**src/rtl/pkt_mux_fifo_if.sv**
```systemverilog
// Packet bundle for pkt_mux_fifo: inputs A (8b), B (16b), C (32b) with
// vld/sop/eop/mty qualifiers and tagged 16-bit output D; slave = DUT side.
interface pkt_mux_fifo_if;
  logic [7:0]  data_a;
  logic        data_a_vld;
  logic        data_a_sop;
  logic        data_a_eop;
  logic [15:0] data_b;
  logic        data_b_vld;
  logic        data_b_sop;
  logic        data_b_eop;
  logic [1:0]  data_b_mty;
  logic [31:0] data_c;
  logic        data_c_vld;
  logic        data_c_sop;
  logic        data_c_eop;
  logic [1:0]  data_c_mty;
  logic [15:0] data_d;
  logic        data_d_vld;
  logic        data_d_sop;
  logic        data_d_eop;
  logic        data_d_mty;
  logic [1:0]  chan_d;

  modport master (
    output data_a, data_a_vld, data_a_sop, data_a_eop,
    output data_b, data_b_vld, data_b_sop, data_b_eop, data_b_mty,
    output data_c, data_c_vld, data_c_sop, data_c_eop, data_c_mty,
    input  data_d, data_d_vld, data_d_sop, data_d_eop, data_d_mty,
    input  chan_d
  );

  modport slave (
    input  data_a, data_a_vld, data_a_sop, data_a_eop,
    input  data_b, data_b_vld, data_b_sop, data_b_eop, data_b_mty,
    input  data_c, data_c_vld, data_c_sop, data_c_eop, data_c_mty,
    output data_d, data_d_vld, data_d_sop, data_d_eop, data_d_mty,
    output chan_d
  );
endinterface

```
**src/rtl/pkt_mux_fifo.sv**
```systemverilog
// Three-channel packet aggregator: per-channel store-and-forward FIFOs,
// round-robin arbiter, whole packets out on 16-bit port D tagged by chan_d.
// Ports: clk, rst (async active-high), bus (pkt_mux_fifo_if.slave).
// Option: INTER_PKT_GAP_EN forces an idle cycle between output packets.
module pkt_mux_fifo #(
  parameter int DEPTH_A   = 64,
  parameter int DEPTH_B   = 64,
  parameter int DEPTH_C   = 32,
  parameter int MAX_PKT_A = 32,
  parameter int MAX_PKT_B = 32,
  parameter int MAX_PKT_C = 16
) (
  input logic           clk,
  input logic           rst,
  pkt_mux_fifo_if.slave bus
);
  localparam int AWA = $clog2(DEPTH_A);
  localparam int AWB = $clog2(DEPTH_B);
  localparam int AWC = $clog2(DEPTH_C);
  localparam int CWA = $clog2(DEPTH_A + 1);
  localparam int CWB = $clog2(DEPTH_B + 1);
  localparam int CWC = $clog2(DEPTH_C + 1);
  // admit when occupancy <= depth - max packet
  localparam logic [CWA-1:0] LIMA = CWA'(DEPTH_A - MAX_PKT_A);
  localparam logic [CWB-1:0] LIMB = CWB'(DEPTH_B - MAX_PKT_B);
  localparam logic [CWC-1:0] LIMC = CWC'(DEPTH_C - MAX_PKT_C);
  localparam logic [AWA-1:0] TOPA = AWA'(DEPTH_A - 1);
  localparam logic [AWB-1:0] TOPB = AWB'(DEPTH_B - 1);
  localparam logic [AWC-1:0] TOPC = AWC'(DEPTH_C - 1);

  localparam logic [0:0] IDLE = 1'b0;
  localparam logic [0:0] SEND = 1'b1;
`ifdef INTER_PKT_GAP_EN
  localparam logic CHAIN = 1'b0;
`else
  localparam logic CHAIN = 1'b1;
`endif

  // entries: {eop, mty, data}
  logic [17:0] mem_a [DEPTH_A];
  logic [17:0] mem_b [DEPTH_B];
  logic [34:0] mem_c [DEPTH_C];

  logic [AWA-1:0] wp_a, rp_a;
  logic [AWB-1:0] wp_b, rp_b;
  logic [AWC-1:0] wp_c, rp_c;
  logic [CWA-1:0] cnt_a, pc_a;
  logic [CWB-1:0] cnt_b, pc_b;
  logic [CWC-1:0] cnt_c, pc_c;
  logic in_a, in_b, in_c;
  logic drop_a, drop_b, drop_c;
  logic hb_a;
  logic [7:0] hold_a;

  logic st_a, st_b, st_c;
  logic ok_a, ok_b, ok_c;
  logic fb_a, wr_a, wr_b, wr_c;
  logic [17:0] we_a, we_b;
  logic [34:0] we_c;
  logic unused_mty;

  logic [0:0] state;
  logic [1:0] chan;
  logic half, sop_nx;
  logic send, w_eop, w_mty, any;
  logic rd_a, rd_b, rd_c;
  logic dec_a, dec_b, dec_c;
  logic [15:0] w_dat;
  logic [2:0] el;
  logic [1:0] pick;
  logic [17:0] ea, eb;
  logic [34:0] ec;

  assign unused_mty = bus.data_b_mty[1];

  // round-robin: search starts after the last-served channel
  function automatic logic [1:0] rr(
    input logic [2:0] e,
    input logic [1:0] last
  );
    logic [1:0] r;
    r = 2'd0;
    unique case (last)
      2'd0:    r = e[1] ? 2'd1 : (e[2] ? 2'd2 : 2'd0);
      2'd1:    r = e[2] ? 2'd2 : (e[0] ? 2'd0 : 2'd1);
      default: r = e[0] ? 2'd0 : (e[1] ? 2'd1 : 2'd2);
    endcase
    return r;
  endfunction

  always_comb begin
    st_a = bus.data_a_vld & ~in_a & bus.data_a_sop;
    st_b = bus.data_b_vld & ~in_b & bus.data_b_sop;
    st_c = bus.data_c_vld & ~in_c & bus.data_c_sop;
    ok_a = bus.data_a_vld &
           (st_a ? (cnt_a <= LIMA) : (in_a & ~drop_a));
    ok_b = bus.data_b_vld &
           (st_b ? (cnt_b <= LIMB) : (in_b & ~drop_b));
    ok_c = bus.data_c_vld &
           (st_c ? (cnt_c <= LIMC) : (in_c & ~drop_c));
    // A packer: first byte of a pair is held unless it ends the packet
    fb_a = st_a | ~hb_a;
    wr_a = ok_a & (bus.data_a_eop | ~fb_a);
    we_a = fb_a ? {bus.data_a_eop, 1'b1, bus.data_a, 8'h00}
                : {bus.data_a_eop, 1'b0, hold_a, bus.data_a};
    wr_b = ok_b;
    we_b = {bus.data_b_eop, bus.data_b_eop & bus.data_b_mty[0],
            bus.data_b};
    wr_c = ok_c;
    we_c = {bus.data_c_eop,
            bus.data_c_eop ? bus.data_c_mty : 2'b00, bus.data_c};
  end

  assign ea = mem_a[rp_a];
  assign eb = mem_b[rp_b];
  assign ec = mem_c[rp_c];

  always_comb begin
    send  = state == SEND;
    w_dat = '0;
    w_eop = 1'b0;
    w_mty = 1'b0;
    rd_a  = 1'b0;
    rd_b  = 1'b0;
    rd_c  = 1'b0;
    unique case (1'b1)
      chan == 2'd0: begin
        w_dat = ea[15:0];
        w_mty = ea[16];
        w_eop = ea[17];
        rd_a  = send;
      end
      chan == 2'd1: begin
        w_dat = eb[15:0];
        w_mty = eb[16];
        w_eop = eb[17];
        rd_b  = send;
      end
      default: begin
        // C: upper half ends the packet only for mty 2/3
        if (!half) begin
          w_dat = ec[31:16];
          w_eop = ec[34] & ec[33];
          w_mty = ec[34] & ec[33] & ec[32];
        end else begin
          w_dat = ec[15:0];
          w_eop = ec[34];
          w_mty = ec[34] & ec[32];
        end
        rd_c = send & (half | w_eop);
      end
    endcase
    dec_a = send & w_eop & (chan == 2'd0);
    dec_b = send & w_eop & (chan == 2'd1);
    dec_c = send & w_eop & (chan == 2'd2);
    // a packet finishing this cycle no longer counts as eligible
    el = {pc_c > CWC'(dec_c), pc_b > CWB'(dec_b), pc_a > CWA'(dec_a)};
    any  = |el;
    pick = rr(el, chan);
  end

  always_ff @(posedge clk or posedge rst) begin
    if (rst) begin
      in_a   <= 1'b0;
      drop_a <= 1'b0;
      hb_a   <= 1'b0;
      hold_a <= '0;
      wp_a   <= '0;
      rp_a   <= '0;
      cnt_a  <= '0;
      pc_a   <= '0;
    end else begin
      if (st_a) begin
        in_a   <= ~bus.data_a_eop;
        drop_a <= ~(cnt_a <= LIMA);
      end else if (bus.data_a_vld & in_a & bus.data_a_eop) begin
        in_a <= 1'b0;
      end
      if (ok_a) begin
        hb_a <= fb_a & ~bus.data_a_eop;
        if (fb_a) hold_a <= bus.data_a;
      end
      if (wr_a) wp_a <= (wp_a == TOPA) ? '0 : wp_a + AWA'(1);
      if (rd_a) rp_a <= (rp_a == TOPA) ? '0 : rp_a + AWA'(1);
      cnt_a <= cnt_a + CWA'(wr_a) - CWA'(rd_a);
      pc_a  <= pc_a + CWA'(wr_a & we_a[17]) - CWA'(dec_a);
    end
  end

  always_ff @(posedge clk or posedge rst) begin
    if (rst) begin
      in_b   <= 1'b0;
      drop_b <= 1'b0;
      wp_b   <= '0;
      rp_b   <= '0;
      cnt_b  <= '0;
      pc_b   <= '0;
    end else begin
      if (st_b) begin
        in_b   <= ~bus.data_b_eop;
        drop_b <= ~(cnt_b <= LIMB);
      end else if (bus.data_b_vld & in_b & bus.data_b_eop) begin
        in_b <= 1'b0;
      end
      if (wr_b) wp_b <= (wp_b == TOPB) ? '0 : wp_b + AWB'(1);
      if (rd_b) rp_b <= (rp_b == TOPB) ? '0 : rp_b + AWB'(1);
      cnt_b <= cnt_b + CWB'(wr_b) - CWB'(rd_b);
      pc_b  <= pc_b + CWB'(wr_b & we_b[17]) - CWB'(dec_b);
    end
  end

  always_ff @(posedge clk or posedge rst) begin
    if (rst) begin
      in_c   <= 1'b0;
      drop_c <= 1'b0;
      wp_c   <= '0;
      rp_c   <= '0;
      cnt_c  <= '0;
      pc_c   <= '0;
    end else begin
      if (st_c) begin
        in_c   <= ~bus.data_c_eop;
        drop_c <= ~(cnt_c <= LIMC);
      end else if (bus.data_c_vld & in_c & bus.data_c_eop) begin
        in_c <= 1'b0;
      end
      if (wr_c) wp_c <= (wp_c == TOPC) ? '0 : wp_c + AWC'(1);
      if (rd_c) rp_c <= (rp_c == TOPC) ? '0 : rp_c + AWC'(1);
      cnt_c <= cnt_c + CWC'(wr_c) - CWC'(rd_c);
      pc_c  <= pc_c + CWC'(wr_c & we_c[34]) - CWC'(dec_c);
    end
  end

  always_ff @(posedge clk) begin
    if (wr_a) mem_a[wp_a] <= we_a;
    if (wr_b) mem_b[wp_b] <= we_b;
    if (wr_c) mem_c[wp_c] <= we_c;
  end

  always_ff @(posedge clk or posedge rst) begin
    if (rst) begin
      state          <= IDLE;
      chan           <= 2'd2;
      half           <= 1'b0;
      sop_nx         <= 1'b0;
      bus.data_d     <= '0;
      bus.data_d_vld <= 1'b0;
      bus.data_d_sop <= 1'b0;
      bus.data_d_eop <= 1'b0;
      bus.data_d_mty <= 1'b0;
      bus.chan_d     <= '0;
    end else begin
      bus.data_d     <= send ? w_dat : '0;
      bus.data_d_vld <= send;
      bus.data_d_sop <= send & sop_nx;
      bus.data_d_eop <= send & w_eop;
      bus.data_d_mty <= send & w_mty;
      bus.chan_d     <= send ? chan : 2'd0;
      if (!send) begin
        if (any) begin
          state  <= SEND;
          chan   <= pick;
          half   <= 1'b0;
          sop_nx <= 1'b1;
        end
      end else begin
        sop_nx <= 1'b0;
        half   <= ~half & ~w_eop;
        if (w_eop) begin
          // chain straight into the next grant for back-to-back output
          if (CHAIN && any) begin
            chan   <= pick;
            sop_nx <= 1'b1;
          end else begin
            state <= IDLE;
          end
        end
      end
    end
  end
endmodule

```
**src/flat_wrapper.sv**
```systemverilog
// flat-port wrapper written by rule: the top's interface ports become plain ports
module pkt_mux_fifo_flat 
#(
  parameter int DEPTH_A   = 64,
  parameter int DEPTH_B   = 64,
  parameter int DEPTH_C   = 32,
  parameter int MAX_PKT_A = 32,
  parameter int MAX_PKT_B = 32,
  parameter int MAX_PKT_C = 16
)
  (clk, rst, bus_data_a, bus_data_a_vld, bus_data_a_sop, bus_data_a_eop, bus_data_b, bus_data_b_vld, bus_data_b_sop, bus_data_b_eop, bus_data_b_mty, bus_data_c, bus_data_c_vld, bus_data_c_sop, bus_data_c_eop, bus_data_c_mty, bus_data_d, bus_data_d_vld, bus_data_d_sop, bus_data_d_eop, bus_data_d_mty, bus_chan_d);
  pkt_mux_fifo_if bus_i ();
  input logic clk;
  input logic rst;
  input wire logic [$bits(bus_i.data_a)-1:0] bus_data_a;
  input wire logic [$bits(bus_i.data_a_vld)-1:0] bus_data_a_vld;
  input wire logic [$bits(bus_i.data_a_sop)-1:0] bus_data_a_sop;
  input wire logic [$bits(bus_i.data_a_eop)-1:0] bus_data_a_eop;
  input wire logic [$bits(bus_i.data_b)-1:0] bus_data_b;
  input wire logic [$bits(bus_i.data_b_vld)-1:0] bus_data_b_vld;
  input wire logic [$bits(bus_i.data_b_sop)-1:0] bus_data_b_sop;
  input wire logic [$bits(bus_i.data_b_eop)-1:0] bus_data_b_eop;
  input wire logic [$bits(bus_i.data_b_mty)-1:0] bus_data_b_mty;
  input wire logic [$bits(bus_i.data_c)-1:0] bus_data_c;
  input wire logic [$bits(bus_i.data_c_vld)-1:0] bus_data_c_vld;
  input wire logic [$bits(bus_i.data_c_sop)-1:0] bus_data_c_sop;
  input wire logic [$bits(bus_i.data_c_eop)-1:0] bus_data_c_eop;
  input wire logic [$bits(bus_i.data_c_mty)-1:0] bus_data_c_mty;
  output wire logic [$bits(bus_i.data_d)-1:0] bus_data_d;
  output wire logic [$bits(bus_i.data_d_vld)-1:0] bus_data_d_vld;
  output wire logic [$bits(bus_i.data_d_sop)-1:0] bus_data_d_sop;
  output wire logic [$bits(bus_i.data_d_eop)-1:0] bus_data_d_eop;
  output wire logic [$bits(bus_i.data_d_mty)-1:0] bus_data_d_mty;
  output wire logic [$bits(bus_i.chan_d)-1:0] bus_chan_d;
  assign bus_i.data_a = bus_data_a;
  assign bus_i.data_a_vld = bus_data_a_vld;
  assign bus_i.data_a_sop = bus_data_a_sop;
  assign bus_i.data_a_eop = bus_data_a_eop;
  assign bus_i.data_b = bus_data_b;
  assign bus_i.data_b_vld = bus_data_b_vld;
  assign bus_i.data_b_sop = bus_data_b_sop;
  assign bus_i.data_b_eop = bus_data_b_eop;
  assign bus_i.data_b_mty = bus_data_b_mty;
  assign bus_i.data_c = bus_data_c;
  assign bus_i.data_c_vld = bus_data_c_vld;
  assign bus_i.data_c_sop = bus_data_c_sop;
  assign bus_i.data_c_eop = bus_data_c_eop;
  assign bus_i.data_c_mty = bus_data_c_mty;
  assign bus_data_d = bus_i.data_d;
  assign bus_data_d_vld = bus_i.data_d_vld;
  assign bus_data_d_sop = bus_i.data_d_sop;
  assign bus_data_d_eop = bus_i.data_d_eop;
  assign bus_data_d_mty = bus_i.data_d_mty;
  assign bus_chan_d = bus_i.chan_d;
  pkt_mux_fifo #(.DEPTH_A(DEPTH_A), .DEPTH_B(DEPTH_B), .DEPTH_C(DEPTH_C), .MAX_PKT_A(MAX_PKT_A), .MAX_PKT_B(MAX_PKT_B), .MAX_PKT_C(MAX_PKT_C)) u_core (.clk(clk), .rst(rst), .bus(bus_i));
endmodule
```
**config.mk**
```make
export PLATFORM = sky130hd
export DESIGN_NAME = pkt_mux_fifo_flat
export DESIGN_NICKNAME = d
export VERILOG_FILES = /design/src/rtl/pkt_mux_fifo_if.sv /design/src/rtl/pkt_mux_fifo.sv /design/src/flat_wrapper.sv
export SDC_FILE = /design/constraint.sdc
export NUM_CORES = 2
export LEC_CHECK = 0
export CAP_MARGIN = 20
export CORE_MARGIN = 5
export CORE_UTILIZATION = 59
export CTS_BUF_LIST = sky130_fd_sc_hd__clkbuf_2 sky130_fd_sc_hd__clkbuf_4 sky130_fd_sc_hd__clkbuf_8
export CTS_CLUSTER_DIAMETER = 150
export DETAILED_ROUTE_END_ITERATION = 8
export PLACE_DENSITY = 0.78
export SLEW_MARGIN = 40
export SYNTH_ARGS = -nofsm -noshare
export SYNTH_HDL_FRONTEND = slang
export SYNTH_SLANG_ARGS = --single-unit
```
**constraint.sdc**
```tcl
create_clock -name clk -period 3.8 [get_ports clk]
set_clock_uncertainty 0.1 [all_clocks]
set_input_delay 0.76 -clock clk [delete_from_list [all_inputs] [get_ports clk]]
set_output_delay 0.76 -clock clk [all_outputs]
set_load 0.01 [all_outputs]
```
==> results.toml <==
[run_status]
status = "finished, violations left"
violations = "negative setup slack"

[worst_setup_path]
worstSetupPathType = "flop to flop"
critPathLaunchType = "flop"
rr_worst_depth = 22
rrSetupSlack_ns = -0.79
endpoint_kind = "flop"
r2r-start = "u_core.rp_a[1]"
crit_required_ns = 4.65
path_max_fanout = 7
worstPathArrival_ns = 5.44
timing.rr.end = "u_core.pc_a[6]"

[die]
die_w_um = 493
initial_utilization = 0.592
die_y_um = 493
dieArea_mm2 = 0.243
row_count = 177
coreArea_mm2 = 0.232
pin_count = 93

[sta]
hold_ws_ns = 0.0599
setup_violations = 22
hold_viol = 0
rsz0062_at_grt = "yes"
post-route-period-util = 1.21
slew-limit-headroom = 0.340
tightest_slew_ns = 0.982
fin_ws_ns = -0.791
maxSlewViolCount = 0
fin_crit_ns = 4.59
fmax_mhz = 218
setup_tns_ns = -9.80

[synth]
yosysWarnings = 0
synth_fp_nets = 6365
synth_edf_count = 3424
ys_async_sr_fraction = 0.0328
ys.flop_type = "edfxtp_1"
synth_area_mm2 = 0.137
ys_seq_elements = 3540
avgSynthCellArea_um2 = 22.1
synth.yosys.seq_area_share = 0.770
synth_cell_types = 67
netlist_instances = 6211

[global_routing]
overflow = 0
grt_antenna_before_repair = 32
grt_pass1_vias = 72000
grt_max_degree = 132
grt_pass1_wl_um = 490000
track_usage = 0.279

[routing]
vias = 70300
wl_um = 340000
ant_nets = 0
drt_iter0_drc = 9921
vias_per_cell = 6.67
wl_per_cell_um = 32.2
drc = 0
first_pass_iters = 5

[place]
hpwl_um = 197000
post_dp_cell_area_mm2 = 0.147
io_buffers = 91
gp_congestion = 0.854
place_ws_ns = -0.748

[cts]
clock_latency_ns = 1.07
htreeDepth = 6
cts_tree = "built"
clkTransAtPathRegs_ns = 0.07
clockBufferDepth = 4
clock_sinks = 3540
cts-root-buf = "clkbuf_8"
cts_inserted_buffers = 565

[power_and_ir_drop]
p_per_area_mw_per_mm2 = 712
ir_drop_mv = 0.690
leakagePower_nw = 51.6

[finish]
area_delta_synth_final_pct = 15.2
drive_gt1_frac = 0.346
design_area_mm2 = 0.158
fin_util = 0.682
fill_cells = 13400
final_nets = 7242

[hold_path]
hold_class = "input port to flop"
hold_end = "u_core.mem_c[26][3]"
holdCritStartpoint = "bus_data_c[3]"
holdPathStages = 1

[run]
drv_cap = 0
[kinds of logic (layout without fill, tap and decap cells)]
| family | after synthesis | after routing | share of synthesized area |
|---|---|---|---|
| muxes | 1202 | 1202 | 0.168 |
| and+or+nand+nor | 478 | 478 | 0.0151 |
| xor gates and xnor gates | 40 | 40 | 0.00255 |
| other | 0 | 12 | 0 |
| adders and majority gates | 83 | 83 | 0.00789 |
| AOI/OAI and AO/OA | 444 | 444 | 0.0238 |
| DFF | 3540 | 3540 | 0.770 |
| buffers and inverters | 424 | 1707 | 0.0132 |
[worst max path at each step]
stage / start / cells after the start / end
2_1_floorplan: u_core.rp_c[1] / 18 / u_core.pc_a[6]
3_3_place_gp: u_core.rp_a[1] / 21 / u_core.pc_b[6]
3_5_place_dp: u_core.rp_a[0] / 21 / u_core.pc_b[6]
4_1_cts: u_core.rp_a[1] / 21 / u_core.pc_b[6]
5_1_grt: u_core.rp_a[1] / 23 / u_core.pc_a[6]
6_report: u_core.rp_a[1] / 22 / u_core.pc_a[6]
[state kept, by name (all words and copies together), names as in the netlist, 2 cells and up]
register,count
u_core.bus.chan_d,2
u_core.bus.data_d,16
u_core.chan,2
u_core.cnt_a,7
u_core.cnt_b,7
u_core.cnt_c,6
u_core.hold_a,8
u_core.mem_a,1152
u_core.mem_b,1152
u_core.mem_c,1120
u_core.pc_a,7
u_core.pc_b,7
u_core.pc_c,6
u_core.rp_a,6
u_core.rp_b,6
u_core.rp_c,5
u_core.wp_a,6
u_core.wp_b,6
u_core.wp_c,5
[critical path, stage by stage (launching register included)]
cell and delay (ns):
dfrtp_4 0.49, buf_4 0.14, buf_8 0.14, mux4_2 0.41
mux2i_1 0.17, a21o_1 0.14, o211ai_1 0.28, buf_4 0.27
a22o_1 0.24, a311oi_4 0.23, nor2_1 0.09, ha_1 0.33
inv_1 0.07, ha_2 0.19, inv_2 0.05, fa_2 0.33
o21bai_1 0.23, a21oi_2 0.10, nor2_1 0.11, nor2_1 0.04
nor2_1 0.13, nor2_1 0.08, xor2_1 0.14
[placed cells by master (no fill, tap or decap), types with 41 or more instances in the layout]
| cell | count |
|---|---|
| mux4_2 | 880 |
| o22ai_1 | 72 |
| ha_1 | 72 |
| nor2_1 | 60 |
| o221ai_1 | 136 |
| clkdlybuf4s50_1 | 41 |
| inv_1 | 80 |
| clkbuf_4 | 190 |
| mux2i_1 | 301 |
| buf_4 | 387 |
| a21oi_1 | 63 |
| nor2_2 | 115 |
| buf_12 | 149 |
| a211oi_1 | 62 |
| clkbuf_8 | 595 |
| clkinv_1 | 113 |
| nand2_1 | 140 |
| dfrtp_1 | 102 |
| edfxtp_1 | 3424 |
[layout make-up]
cell class	count	area (µm²)	share of cell area
antenna	12	30.0	0.000190
clock buffer	781	9570	0.0605
clock inverter	192	1090	0.00691
inverter	90	349	0.00221
multi-input combinational	2247	30700	0.194
sequential	3540	106000	0.668
tap	3043	3810	0.0241
timing repair buffer	644	6940	0.0439
[per-stage QoR]
| step | total power, mW | cells |
|---|---|---|
| 6_report | 113 | 10500 |
| 5_1_grt | 117 | 10500 |
| 4_1_cts | 113 | 10500 |
| 3_5_place_dp | 81.4 | 9532 |
| 3_3_place_gp | 80.4 | 9530 |
| 2_1_floorplan | 68.9 | 6211 |
[Yosys cell counts (16+ instances only)]
cell	count	area, µm²
nor2_1	209	785
o221ai_1	136	1190
o22ai_1	73	457
a21oi_1	70	350
buf_1	50	188
mux2_2	17	191
edfxtp_1	3424	103000
nand2_1	149	559
mux4_2	880	19800
nor3_1	26	130
xor2_1	16	140
inv_1	86	323
ha_1	77	963
and2_1	17	106
xnor2_1	24	210
clkbuf_1	152	571
o21ai_0	16	80.1
buf_2	116	581
a221o_1	16	160
nand3b_1	19	143
mux2i_1	302	3020
dfrtp_1	115	2880
a211oi_1	69	518
nand3_1	21	105
[timing repair]
item                       CTS  global route
hold endpoints to repair     5             0
resized for setup           48            16
setup buffers               17            16
hold buffers                 2             0
cloned                       1             2
pin swaps                   37            27
setup endpoints to repair   38            39
[report_power, final]
part | total [mW] | internal [mW] | switching [mW]
logic | 35.4 | 15.9 | 19.4
clock network | 31.0 | 16.7 | 14.4
registers | 46.3 | 45.3 | 0.973
total | 113 | 77.9 | 34.7
[per-layer routing]
metal / track usage / wire length (µm)
met5: 0 / 104
met4: 0.125 / 16000
met3: 0.0729 / 40200
met2: 0.439 / 165000
met1: 0.375 / 118000
No activity file was read; power rests on OpenSTA's default activity.
